`src/rtl/result_drain_pkg.sv`:
```
// result_drain_pkg: shared FSM encoding and result word geometry for the result drain
package result_drain_pkg;
  localparam int RESULT_WIDTH = 64;
  localparam int BEAT_WIDTH = 16;
  localparam int BEATS = RESULT_WIDTH / BEAT_WIDTH;
  typedef enum logic [1:0] {IDLE = 2'b00, POP = 2'b01, LOAD = 2'b10, SEND = 2'b11} state_t;
endpackage

```
`src/rtl/result_drain.sv`:
```
// result_drain: pops result words from the output FIFO and streams them out LSB-chunk first as valid/ready beats
// ports: clk, rst (async, active-low); drain_en, empty_outputfifo, RD_EN_outputfifo, q_outputfifo (FIFO side);
//        tx_data, tx_valid, tx_last, tx_ready (off-chip beat port); busy, word_cnt (status)
module result_drain
  import result_drain_pkg::*;
#(
  parameter int FIFO_WIDTH = RESULT_WIDTH,
  parameter int OUT_WIDTH = BEAT_WIDTH,
  parameter int CNT_WIDTH = 16
) (
  input  logic                  clk,
  input  logic                  rst,
  input  logic                  drain_en,
  input  logic                  empty_outputfifo,
  output logic                  RD_EN_outputfifo,
  input  logic [FIFO_WIDTH-1:0] q_outputfifo,
  output logic [OUT_WIDTH-1:0]  tx_data,
  output logic                  tx_valid,
  output logic                  tx_last,
  input  logic                  tx_ready,
  output logic                  busy,
  output logic [CNT_WIDTH-1:0]  word_cnt
);
  localparam int NB = FIFO_WIDTH / OUT_WIDTH;
  localparam int BW = NB > 1 ? $clog2(NB) : 1;
  localparam logic [BW-1:0] LAST = BW'(NB - 1);
  state_t state, state_nxt;
  logic [FIFO_WIDTH-1:0] shreg;
  logic [BW-1:0] beat_cnt;
  logic fire;
  // the pop strobe is gated by rst so it drops the instant reset asserts, not at the next edge
  always_comb begin
    tx_valid = state == SEND;
    tx_last = tx_valid && beat_cnt == LAST;
    tx_data = shreg[OUT_WIDTH-1:0];
    busy = state != IDLE;
    fire = tx_valid && tx_ready;
    RD_EN_outputfifo = rst && state == IDLE && drain_en && !empty_outputfifo;
    state_nxt = state == IDLE ? (RD_EN_outputfifo ? POP : IDLE) :
                state == POP  ? LOAD :
                state == LOAD ? SEND :
                (fire && tx_last) ? IDLE : SEND;
  end
  always_ff @(posedge clk or negedge rst)
    if (!rst) begin
      state <= IDLE;
      shreg <= '0;
      beat_cnt <= '0;
      word_cnt <= '0;
    end else begin
      state <= state_nxt;
      if (state == LOAD) begin
        shreg <= q_outputfifo;
        beat_cnt <= '0;
      end else if (fire) begin
        shreg <= shreg >> OUT_WIDTH;
        beat_cnt <= beat_cnt + 1'b1;
      end
      if (fire && tx_last) word_cnt <= word_cnt + 1'b1;
    end
endmodule

```
`config.mk`:
```
export PLATFORM = sky130hd
export DESIGN_NAME = result_drain
export DESIGN_NICKNAME = d
export VERILOG_FILES = /design/src/rtl/result_drain_pkg.sv /design/src/rtl/result_drain.sv
export SDC_FILE = /design/constraint.sdc
export NUM_CORES = 1
export LEC_CHECK = 0
export ABC_AREA = 1
export ABC_CLOCK_PERIOD_IN_PS = 3200
export BUFFER_PORTS_ARGS = -buffer_cell sky130_fd_sc_hd__buf_2
export CAP_MARGIN = 5
export CORE_MARGIN = 8
export CORE_UTILIZATION = 25
export CTS_CLUSTER_DIAMETER = 40
export DETAILED_ROUTE_END_ITERATION = 10
export PLACE_DENSITY = 0.44
export SLEW_MARGIN = 20
export SYNTH_ARGS = -nofsm -noshare
export SYNTH_HDL_FRONTEND = slang
export SYNTH_SLANG_ARGS = --single-unit
export TNS_END_PERCENT = 1
```
`constraint.sdc`:
```
create_clock -name clk -period 3.2 [get_ports clk]
set_clock_uncertainty 0.1 [all_clocks]
set_input_delay 0 -clock clk [delete_from_list [all_inputs] [get_ports clk]]
set_output_delay 0 -clock clk [all_outputs]
set_load 0.05 [all_outputs]
```
======== Word level (Yosys, flattened, before mapping) ========
Cells that the tools add are included.
storage, ports and cells
  flip-flop bits (word level) ............. 84
  latch bits .............................. 0
  bits in writable memories ............... 0
  ROM bits ................................ 0
  bits of input ports ..................... 69
  logic and storage cells ................. 29
  memories kept ........................... 0
cells by class
  $add $sub $neg .......................... 2
  multipliers ............................. 0
  div/mod/pow operators ................... 0
  $lt $le $gt $ge ......................... 0
  eq/ne operators ......................... 4
  shift-type cells ........................ 0
  multiplexer cells ....................... 9
  bitwise logic cells ..................... 0
  reduce and logical (&&, ||, !) cells .... 10
operators with widths
  kind                     number
  $mux W64                 2
  $add A16 B1 Y16 const B  1
  $mux W2                  6
  $eq A2 B2 Y1 const B     3
  $logic_and A1 B1 Y1      6
  $reduce_bool A2 Y1       2
  $add A2 B1 Y2 const B    1
  $eq A2 B1 Y1 const B     1
  $logic_not A2 Y1         1
  $logic_not A1 Y1         1
  $mux W1                  1

======== Depth between registers and ports, before layout ========
Gate-level depths: netlist of run 1.
  depth after elaboration ................. 7
  depth in mapped cells ................... 8
  mapped depth without buffers ............ 8

======== Worst setup path after synthesis of run 1 ========
OpenSTA, ideal clock, no wires.
  path kind ............................... reg-to-reg
  start ................................... register beat_cnt[0]
  end ..................................... register word_cnt[14]
  setup time .............................. 0.120 ns
  data arrival time ....................... 1.577 ns
  data required time ...................... 2.980 ns
  setup slack ............................. 1.404 ns
  stages on the path, launching flop included .. 9
  path buffers ............................ 0
  cell sequence ........................... dfrtp_1 -> ha_1 -> inv_1 -> nor2_2 -> nand2_2 -> nor2_1 -> nand3_1 -> nand2_1 -> nand2_1
between the ends
  longest elaborated chain between the ends .. 3
RTL lines
  element                 RTL line            source
  start, declared         result_drain.sv:29  logic [BW-1:0] beat_cnt;
  start signal, assigned  result_drain.sv:57  beat_cnt <= beat_cnt + 1'b1;
  $eq A2 B2 Y1            result_drain.sv:34  tx_last = tx_valid && beat_cnt == LAST;
  $logic_and A1 B1 Y1     result_drain.sv:34
  named net tx_last       result_drain.sv:19  output logic tx_last,
  $logic_and A1 B1 Y1     result_drain.sv:59  if (fire && tx_last) word_cnt <= word_cnt + 1'b1;
  end signal, assigned    result_drain.sv:59
  end, declared           result_drain.sv:22  output logic [CNT_WIDTH-1:0] word_cnt
The timed path passes the listed nets, and every way through them passes these cells.
A chain may end at the register's enable or synchronous reset.

======== Worst setup path after layout of run 1 ========
  start ................................... input rst
  end ..................................... register state[0]
between the ends
  longest elaborated chain between the ends .. 5
RTL lines
  element                            RTL line            source
  start, declared                    result_drain.sv:12  input logic rst,
  $logic_and A1 B1 Y1 (3 in series)  result_drain.sv:38  RD_EN_outputfifo = rst && state == IDLE && drain_en && !empty_outputfifo;
  $mux W1                            result_drain.sv:39  state_nxt = state == IDLE ? (RD_EN_outputfifo ? POP : IDLE) :
  $mux W2                            result_drain.sv:39
  named net state_nxt[0]             result_drain.sv:27  state_t state, state_nxt;
  end signal, assigned               result_drain.sv:51  state <= state_nxt;
  end, declared                      result_drain.sv:27
The timed path passes the listed nets, and every way through them passes these cells.

==> results of run 1 <==
[cell type report]
type                       count  area [µm²]
clock buffer                  11       242.7
clock inverter                 5       82.58
fill                        1597        9753
inverter                      70       262.8
multi-input combinational    251        1325
sequential                    84        2102
tap                          211       264.0
timing repair buffer         175        1226
[registers in the layout, indices dropped and copies added (netlist names)]
name / flops
shreg: 64
beat_cnt: 2
state: 2
word_cnt: 16
[Yosys cell counts (all sizes together)]
master  instances
and3            1
nand4           5
o211ai         16
nor2           22
dfrtp          84
nand3          13
ha              2
o21ai          21
o221ai         32
clkbuf          4
xnor2           4
buf            29
xor2            2
nor3            1
nand2         132
inv            70
[placed cells by master (no fill, tap or decap)]
master,n
and3_1,1
buf_2,103
buf_4,4
bufinv_16,2
clkbuf_1,1
clkbuf_16,9
clkbuf_8,1
clkinv_2,1
clkinv_4,1
dfrtp_1,84
dlygate4sd3_1,68
ha_1,2
inv_1,68
inv_2,2
inv_6,1
nand2_1,128
nand2_2,2
nand2_4,2
nand3_1,12
nand3_4,1
nand4_1,5
nor2_1,18
nor2_2,3
nor2_8,1
nor3_1,1
o211ai_1,16
o21ai_0,20
o21ai_1,1
o221ai_1,32
xnor2_1,4
xor2_1,2
[layer usage]
layer | wire length [µm] | vias up | part of all wire
li1 | - | 1716 | -
met1 | 5748 | 1618 | 0.49
met2 | 5254 | 69 | 0.45
met3 | 555 | 15 | 0.047
met4 | 229 | 0 | 0.019
met5 | 0 | - | 0
[per-stage QoR]
step / instance area [µm²] / std cells
2_1_floorplan: 3918 / 438
3_3_place_gp: 4499 / 723
5_1_grt: 5505 / 807
6_report: 5505 / 807
3_5_place_dp: 4499 / 723
4_1_cts: 5505 / 807
[worst paths after layout]
| kind | startpoint | to | slack (ns) | cells past startpoint |
|---|---|---|---|---|
| worst max-delay path | rst | state[0] | 1.40 | 7 |
| worst min-delay path | rst | shreg[56] | 0.11 | 2 |
| worst max register to register | state[0] | shreg[28] | 1.40 | 5 |
| worst min register to register | beat_cnt[1] | beat_cnt[1] | 0.39 | 2 |
| max in group asynchronous | rst | shreg[30] | 1.90 | 3 |
| min in group clk | q_outputfifo[18] | shreg[18] | 0.32 | 4 |
[cell families (layout without fill, tap and decap cells)]
| logic type | after synthesis | count (layout) | share of synthesized area |
|---|---|---|---|
| adder cells (fa/ha/maj) | 2 | 2 | 0.006387 |
| buffers and inverters | 103 | 261 | 0.1252 |
| XOR/XNOR | 6 | 6 | 0.01341 |
| AO/OA/AOI/OAI | 69 | 69 | 0.1290 |
| AND/OR/NAND/NOR | 174 | 174 | 0.1894 |
| flip-flops | 84 | 84 | 0.5366 |
[report_power, final]
| part | total [µW] | leakage (µW) | switching [µW] | internal [µW] |
|---|---|---|---|---|
| Sequential | 1580 | 0.00110 | 149 | 1430 |
| Clock | 1140 | 0.000160 | 429 | 708 |
| Combinational | 1750 | 0.00136 | 1230 | 516 |
| Total | 4470 | 0.00262 | 1810 | 2660 |
==> metrics.txt, run 1 <==
status=finished clean; GR Overflow Total=0; crit path time final=1.804 ns; Arrival @ worst endpoint=1.97 ns; CP startpoint kind=primary input; routed length per instance=14.61 µm; final period utilization=0.5638; CP cell instances=dlygate4sd3_1, buf_4, inv_1, nor2_1, nand3_1, dlygate4sd3_1, nand2_1; Syn Nets=509; worst slack, placed=1.351 ns; YS warnings=0; most used cell, CP=dlygate4sd3_1; busiest grt layer=met2; initial DRC count=262; drt drc=0; Worst-path clk slew=0.06 ns; Tot Pwr=4467 µW; Max-Cap Viols=0; Setup-failing EPs final=0; clk root buf=clkbuf_16; CTS tree=built; die area=19930 µm²; Mean Syn Cell Area=8.944 µm²; Inserted Diodes=0; vias in the first global route=3585; Area contributors post-synth=dfrtp_1 54%, nand2_1 12%, o221ai_1 7.2%; CP delay by family, top=buffers and inverters; TritonCTS Sinks=84; f_max=554.2 MHz; VDD IR max=0.4317 mV; GRT Total Usage=0.1231; row cnt=45; drt via density=4.235; Hold-fix buffers, CTS=68; Placer Congestion=0.7683; top-area cell type share of the netlist area=0.5366; Antenna Nets Post-Route=0; min-delay worst type=in2async; Post-CTS Setup Inserts=0; slowest stage cell on the critical path=dlygate4sd3_1; io pins=105; hold slack=0.1129 ns; PwrDens=811.5 nW/µm²; GRT met3 Usage=0.03072; post-DP HPWL=7.951 mm; RSZ-0062 raised after global routing=false; Die Width=141.2 µm; total negative slack=0 ns; worst setup margin=1.396 ns; Final Max Slew Viols=0; Initial Utilization=0.2567; leakage power=0.002616 µW; layout cells sized above 1=0.2232; grt met2 use=0.1878; first-pass GRT wire length=19.27 mm; antenna violations before repair=0; crit-path max FO=42; area leader, netlist=dfrtp_1; post-cts resize count=0; Post-Syn Instances=438; Setup crit end kind=flip-flop; Fin. Hold Viols=0; worst-case clock buffer depth=2; Worst-Margin Slew=1.052 ns; cts bufs inserted=9; crit path buf inv count=4; Via Count=3418; H-Tree Depth=3; Yosys reg bits=84; total core area=15260 µm²; Unique masters post-synth=25; largest net degree at the start of global routing=65; Worst path max stage delay=0.59 ns; Netlist Area Pre-Place=3918 µm²; Max-slew headroom=0.2979; Setup CP Type=in2reg; Die Y=141.2 µm; Clk Latency, worst-skew pair=0.34 ns; Syn-to-layout area delta=40.53%; Seq/Total Area, Yosys=0.5366; fin util=0.3608; Critical Path RT=3.37 ns; DRT Pass-1 Iters=4; grt met1 use=0.1631; nets@finish=662; total routed wirelength=11.79 mm; Port-buffer cells=104
No activity file was read; power rests on OpenSTA's default activity.
==> run 2, diff against run 1 <==
ABC_CLOCK_PERIOD_IN_PS = 1700   (was 3200)
clock period = 1.7 ns   (was 3.2 ns; I/O delays follow)
==> metrics.txt, run 2 (synthesized netlist as in run 1, its figures left out) <==
Tot Pwr=8457 µW (was 4467 µW); Filler cells=1597 (unchanged); crit-path max FO=5 (was 42); vias in the first global route=3557 (was 3585); Most flops, register=shreg (unchanged); DRT Pass-1 Iters=4 (unchanged); drt drc=0 (unchanged); CTS tree=built (unchanged); Die Width=141.2 µm (unchanged); VDD IR max=0.6405 mV (was 0.4317 mV); cts bufs inserted=9 (unchanged); placed instance count=725 (was 723); TritonCTS Sinks=84 (unchanged); cell internal pwr=4998 µW (was 2658 µW); row cnt=45 (unchanged); NetSw=3459 µW (was 1809 µW); io pins=105 (unchanged); leakage power=0.002623 µW (was 0.002616 µW); clk root buf=clkbuf_16 (unchanged); RSZ-0062 raised after global routing=false (unchanged); H-Tree Depth=3 (unchanged); most frequent cells in the layout=128 x nand2_1, 103 x buf_2, 82 x dfrtp_1 (was 128 x nand2_1, 103 x buf_2, 84 x dfrtp_1); die area=19930 µm² (unchanged); Logic pwr share=0.408 (was 0.391); Worst-path clk slew=0.06 ns (about the same); Max-Cap Viols=0 (unchanged); Die Y=141.2 µm (unchanged); Syn-to-layout area delta=41.87% (was 40.53%); Hold-fix buffers, CTS=68 (unchanged); Port-buffer cells=104 (unchanged); Via Count=3449 (was 3418); Placer Congestion=0.7913 (was 0.7683); post-DP HPWL=7.817 mm (was 7.951 mm); nets@finish=664 (was 662); Worst-Margin Slew=0.4688 ns (was 1.052 ns); total negative slack=0 ns (unchanged); CP startpoint kind=flip-flop (was primary input); Inserted Diodes=0 (unchanged); Post-CTS Setup Inserts=0 (unchanged); Setup CP Type=reg2reg (was in2reg); status=finished clean (unchanged); commonest non-fill, non-tap cell in the layout=nand2_1 (unchanged); Antenna Nets Post-Route=0 (unchanged); Initial Utilization=0.2567 (unchanged); post-cts resize count=0 (unchanged); Largest register FFs=64 (unchanged); Post-Layout Cell Count=809 (was 807); min-delay worst type=in2async (unchanged); Placement Cell Area=4572 µm² (was 4499 µm²); GRT Total Usage=0.1222 (was 0.1231); drt via density=4.263 (was 4.235); Max-slew headroom=0.6875 (was 0.2979); layout cells sized above 1=0.2274 (was 0.2232); biggest regs=shreg: 64 flops, word_cnt: 16 flops (unchanged); total core area=15260 µm² (unchanged); sequential power share=0.352 (was 0.354); switch share=0.4090 (was 0.4050); crit path time final=1.596 ns; PwrDens=1522 nW/µm² (was 811.5 nW/µm²); total routed wirelength=11.71 mm (was 11.79 mm); first-pass GRT wire length=19.18 mm (was 19.27 mm); Setup crit end kind=flip-flop (unchanged); Critical Path RT=1.88 ns (was 3.37 ns); largest net degree at the start of global routing=85 (was 65); Final Max Slew Viols=0 (unchanged); routed length per instance=14.47 µm (was 14.61 µm); Fin. Hold Viols=0 (unchanged); final period utilization=0.9390; worst-case clock buffer depth=2 (unchanged); clock power share=0.240 (was 0.255); antenna violations before repair=0 (unchanged); Arrival @ worst endpoint=1.77 ns (was 1.97 ns); GR Overflow Total=0 (unchanged); initial DRC count=179 (was 262); Setup-failing EPs final=0 (unchanged); Final Cell Area=5558 µm² (was 5505 µm²); Clk Latency, worst-skew pair=0.34 ns (about the same); f_max=626.5 MHz
-- run 2: critical path, cell delays in order, from the launching register on --
cell and delay, ns:
dfrtp_1 0.45, nor2_1 0.23, nand3_1 0.13, dlygate4sd3_1 0.57
nand2_1 0.06
-- run 2: area by class of cell --
type / count / area (µm²) / area share
clock buffer: 13 / 260.3 / 0.04683
clock inverter: 3 / 45.04 / 0.008104
inverter: 70 / 262.8 / 0.04728
multi-input combinational: 251 / 1330 / 0.2393
sequential: 84 / 2105 / 0.3787
tap: 211 / 264.0 / 0.04750
timing repair buffer: 177 / 1291 / 0.2323
-- run 2: worst paths after layout --
kind | cells past startpoint | slack (ns) | to | start
min | 3 | 0.19 | shreg[54] | rst
min reg2reg | 2 | 0.38 | beat_cnt[1] | beat_cnt[1]
max | 4 | 0.10 | state[0] | state[1]
max reg2reg | 4 | 0.10 | state[0] | state[1]
min in group clk | 4 | 0.31 | shreg[57] | q_outputfifo[57]
max in group asynchronous | 3 | 0.91 | word_cnt[0] | rst
-- run 2: power groups by stage --
stage / Combinational (µW) / Clock [µW] / Sequential [µW]
floorplan: 2560 / 0 / 3120
global placement: 3340 / 0 / 2990
detailed placement: 3370 / 0 / 3020
CTS: 3510 / 2110 / 2980
global route: 3820 / 2180 / 3070
finish: 3450 / 2030 / 2980
-- run 2: through the flow --
step / utilization / worst slack, ns / hold slack (ns)
after floorplan: - / 0.08806 / -0.3956
after global placement: 0.2996 / 0.2102 / 0.05867
after detailed placement: 0.2996 / 0.1800 / 0.06168
after CTS: 0.3642 / 0.1280 / 0.2218
after global routing: 0.3642 / 0.02573 / 0.2394
final: 0.3642 / 0.1038 / 0.1859
-- run 2: layer usage --
| layer | routed length [µm] | up-vias | GRT usage |
|---|---|---|---|
| met3 | 656 | 11 | 0.03477 |
| met1 | 5665 | 1629 | 0.1627 |
| li1 | - | 1719 | - |
| met2 | 5221 | 90 | 0.1822 |
| met4 | 165 | 0 | 0.04977 |
| met5 | 0 | - | 0 |
==> run 3, diff against run 2 <==
CTS_BUF_LIST = sky130_fd_sc_hd__clkbuf_4   (was default)
==> metrics.txt, run 3 (synthesized netlist as in run 1, its figures left out) <==
clock power share=0.156 (was 0.240); post-DP HPWL=7.817 mm (unchanged); TritonCTS Sinks=84 (unchanged); H-Tree Depth=3 (unchanged); Port-buffer cells=104 (unchanged); clk root buf=clkbuf_4 (was clkbuf_16); Fin. Hold Viols=0 (unchanged); Worst path max stage delay=0.38 ns (was 0.57 ns); Most flops, register=shreg (unchanged); CTS tree=built (unchanged); Setup crit end kind=output port (was flip-flop); status=finished clean (unchanged); Max-Cap Viols=0 (unchanged); R2R depth=4 (unchanged); row cnt=45 (unchanged); total core area=15260 µm² (unchanged); cts bufs inserted=9 (unchanged); busiest grt layer=met2 (unchanged); antenna violations before repair=0 (unchanged); f_max=638.4 MHz (was 626.5 MHz); initial DRC count=184 (was 179); Critical Path RT=1.60 ns (was 1.88 ns); hold slack=0.03773 ns (was 0.1859 ns); crit-path max FO=3 (was 5); CP startpoint kind=flip-flop (unchanged); Reg-to-Reg End=state[0] (unchanged); grt met1 use=0.1634 (was 0.1627); final period utilization=0.9214 (was 0.9390); Die Width=141.2 µm (unchanged); biggest regs=shreg: 64 flops, word_cnt: 16 flops (unchanged); vias in the first global route=3550 (was 3557); GRT Total Usage=0.1220 (was 0.1222); R2R setup slack=0.16 ns (was 0.10 ns); Via Count=3441 (was 3449); Setup-failing EPs final=0 (unchanged); GRT met3 Usage=0.03477 (unchanged); worst-case clock buffer depth=2 (unchanged); DRT Pass-1 Iters=4 (unchanged); Worst-path clk slew=0.14 ns (was 0.06 ns); total routed wirelength=11.63 mm (was 11.71 mm); GR Overflow Total=0 (unchanged); PwrDens=1409 nW/µm² (was 1522 nW/µm²); RSZ-0062 raised after global routing=false (unchanged); min-delay worst type=in2async (unchanged); Setup CP Type=reg2out (was reg2reg); drt drc=0 (unchanged); Clk Latency, worst-skew pair=0.46 ns (was 0.34 ns); die area=19930 µm² (unchanged); VDD IR max=0.5002 mV (was 0.6405 mV); largest net degree at the start of global routing=85 (unchanged); routed length per instance=14.37 µm (was 14.47 µm); Final Cell Area=5393 µm² (was 5558 µm²); CP cell instances=ha_1, inv_2, nor2_4, buf_2 (was nor2_1, nand3_1, dlygate4sd3_1, nand2_1); Levels on crit path=4 (unchanged); first-pass GRT wire length=19.12 mm (was 19.18 mm); total negative slack=0 ns (unchanged); switch share=0.4419 (was 0.4090); Worst-Margin Slew=0.4740 ns (was 0.4688 ns); reg-to-reg startpoint=state[1] (unchanged); leakage power=0.002549 µW (was 0.002623 µW); Max-slew headroom=0.6840 (was 0.6875); grt met2 use=0.1799 (was 0.1822); Die Y=141.2 µm (unchanged); sequential power share=0.391 (was 0.352); Filler cells=1608 (was 1597); Post-CTS Setup Inserts=0 (unchanged); slowest stage cell on the critical path=dfrtp_1 (was dlygate4sd3_1); Logic pwr share=0.454 (was 0.408); nets@finish=664 (unchanged); drt via density=4.253 (was 4.263); Arrival @ worst endpoint=1.47 ns (was 1.77 ns); layout cells sized above 1=0.2308 (was 0.2274); Antenna Nets Post-Route=0 (unchanged); commonest non-fill, non-tap cell in the layout=nand2_1 (unchanged); io pins=105 (unchanged); CP delay by family, top=flip-flops (was buffers and inverters); Initial Utilization=0.2567 (unchanged); Largest register FFs=64 (unchanged); Tot Pwr=7599 µW (was 8457 µW); Placer Congestion=0.7913 (unchanged); most frequent cells in the layout=128 x nand2_1, 102 x buf_2, 82 x dfrtp_1 (was 128 x nand2_1, 103 x buf_2, 82 x dfrtp_1); Final Max Slew Viols=0 (unchanged); crit path time final=1.566 ns (was 1.596 ns); fin util=0.3534 (was 0.3642); crit path buf inv count=2 (was 1); Syn-to-layout area delta=37.66% (was 41.87%); cell internal pwr=4242 µW (was 4998 µW); Inserted Diodes=0 (unchanged); NetSw=3358 µW (was 3459 µW); Placement Cell Area=4572 µm² (unchanged)
-- run 3: cell count changes in the layout (fill, tap and decap cells not counted), sizes merged --
cell | previous run | this run
clkbuf | 13 | 11
clkinv | 0 | 2
-- run 3: power by group through the flow --
stage                     sequential [µW]  combinational, µW  clock [µW]
final                                2970               3450        1180
after global routing                 3060               3830        1330
after detailed placement             3020               3370           0
after global placement               2990               3340           0
after CTS                            2970               3510        1250
after floorplan                      3120               2560           0
-- run 3: area by class of cell --
class                   count  area, µm²  area share
clock buffers              11      82.58     0.01531
clock inverters             5      52.55    0.009745
inverters                  70      262.8     0.04872
multi-input cells         251       1333      0.2471
flip-flops and latches     84       2105      0.3903
well taps                 211      264.0     0.04896
repair buffers            177       1294      0.2399
-- run 3: how the worst max path moves through the flow --
stage / start / to
final: beat_cnt[0] / tx_last
after detailed placement: beat_cnt[0] / word_cnt[13]
after floorplan: word_cnt[2] / word_cnt[13]
after CTS: beat_cnt[0] / tx_last
after global routing: word_cnt[1] / word_cnt[14]
after global placement: beat_cnt[0] / word_cnt[13]
-- run 3: per-layer routing --
layer	vias up	routed length (µm)
met4	0	255
met2	97	5164
met1	1603	5497
met3	17	709
li1	1724	-
met5	-	0
-- run 3: per-stage QoR --
stage	std cells	setup slack (ns)
after detailed placement	725	0.1800
after global routing	809	0.02778
after global placement	725	0.2102
after CTS	809	0.01843
final	809	0.1336
after floorplan	438	0.08806
-- run 3: worst reg2reg max path: cells and delay by family (launching register included) --
kind,cells,cell delay (ns)
buffers and inverters,1,0.56
flip-flops,1,0.47
AND/OR/NAND/NOR,3,0.36
-- run 3: timing repair --
item / 4_1_cts / 5_1_grt
endpoints found under the hold margin: 167 / 0
hold buffers: 68 / 0
pin swaps: 0 / 0
endpoints found under the setup margin: 1 / 2
gates resized for setup: 1 / 2
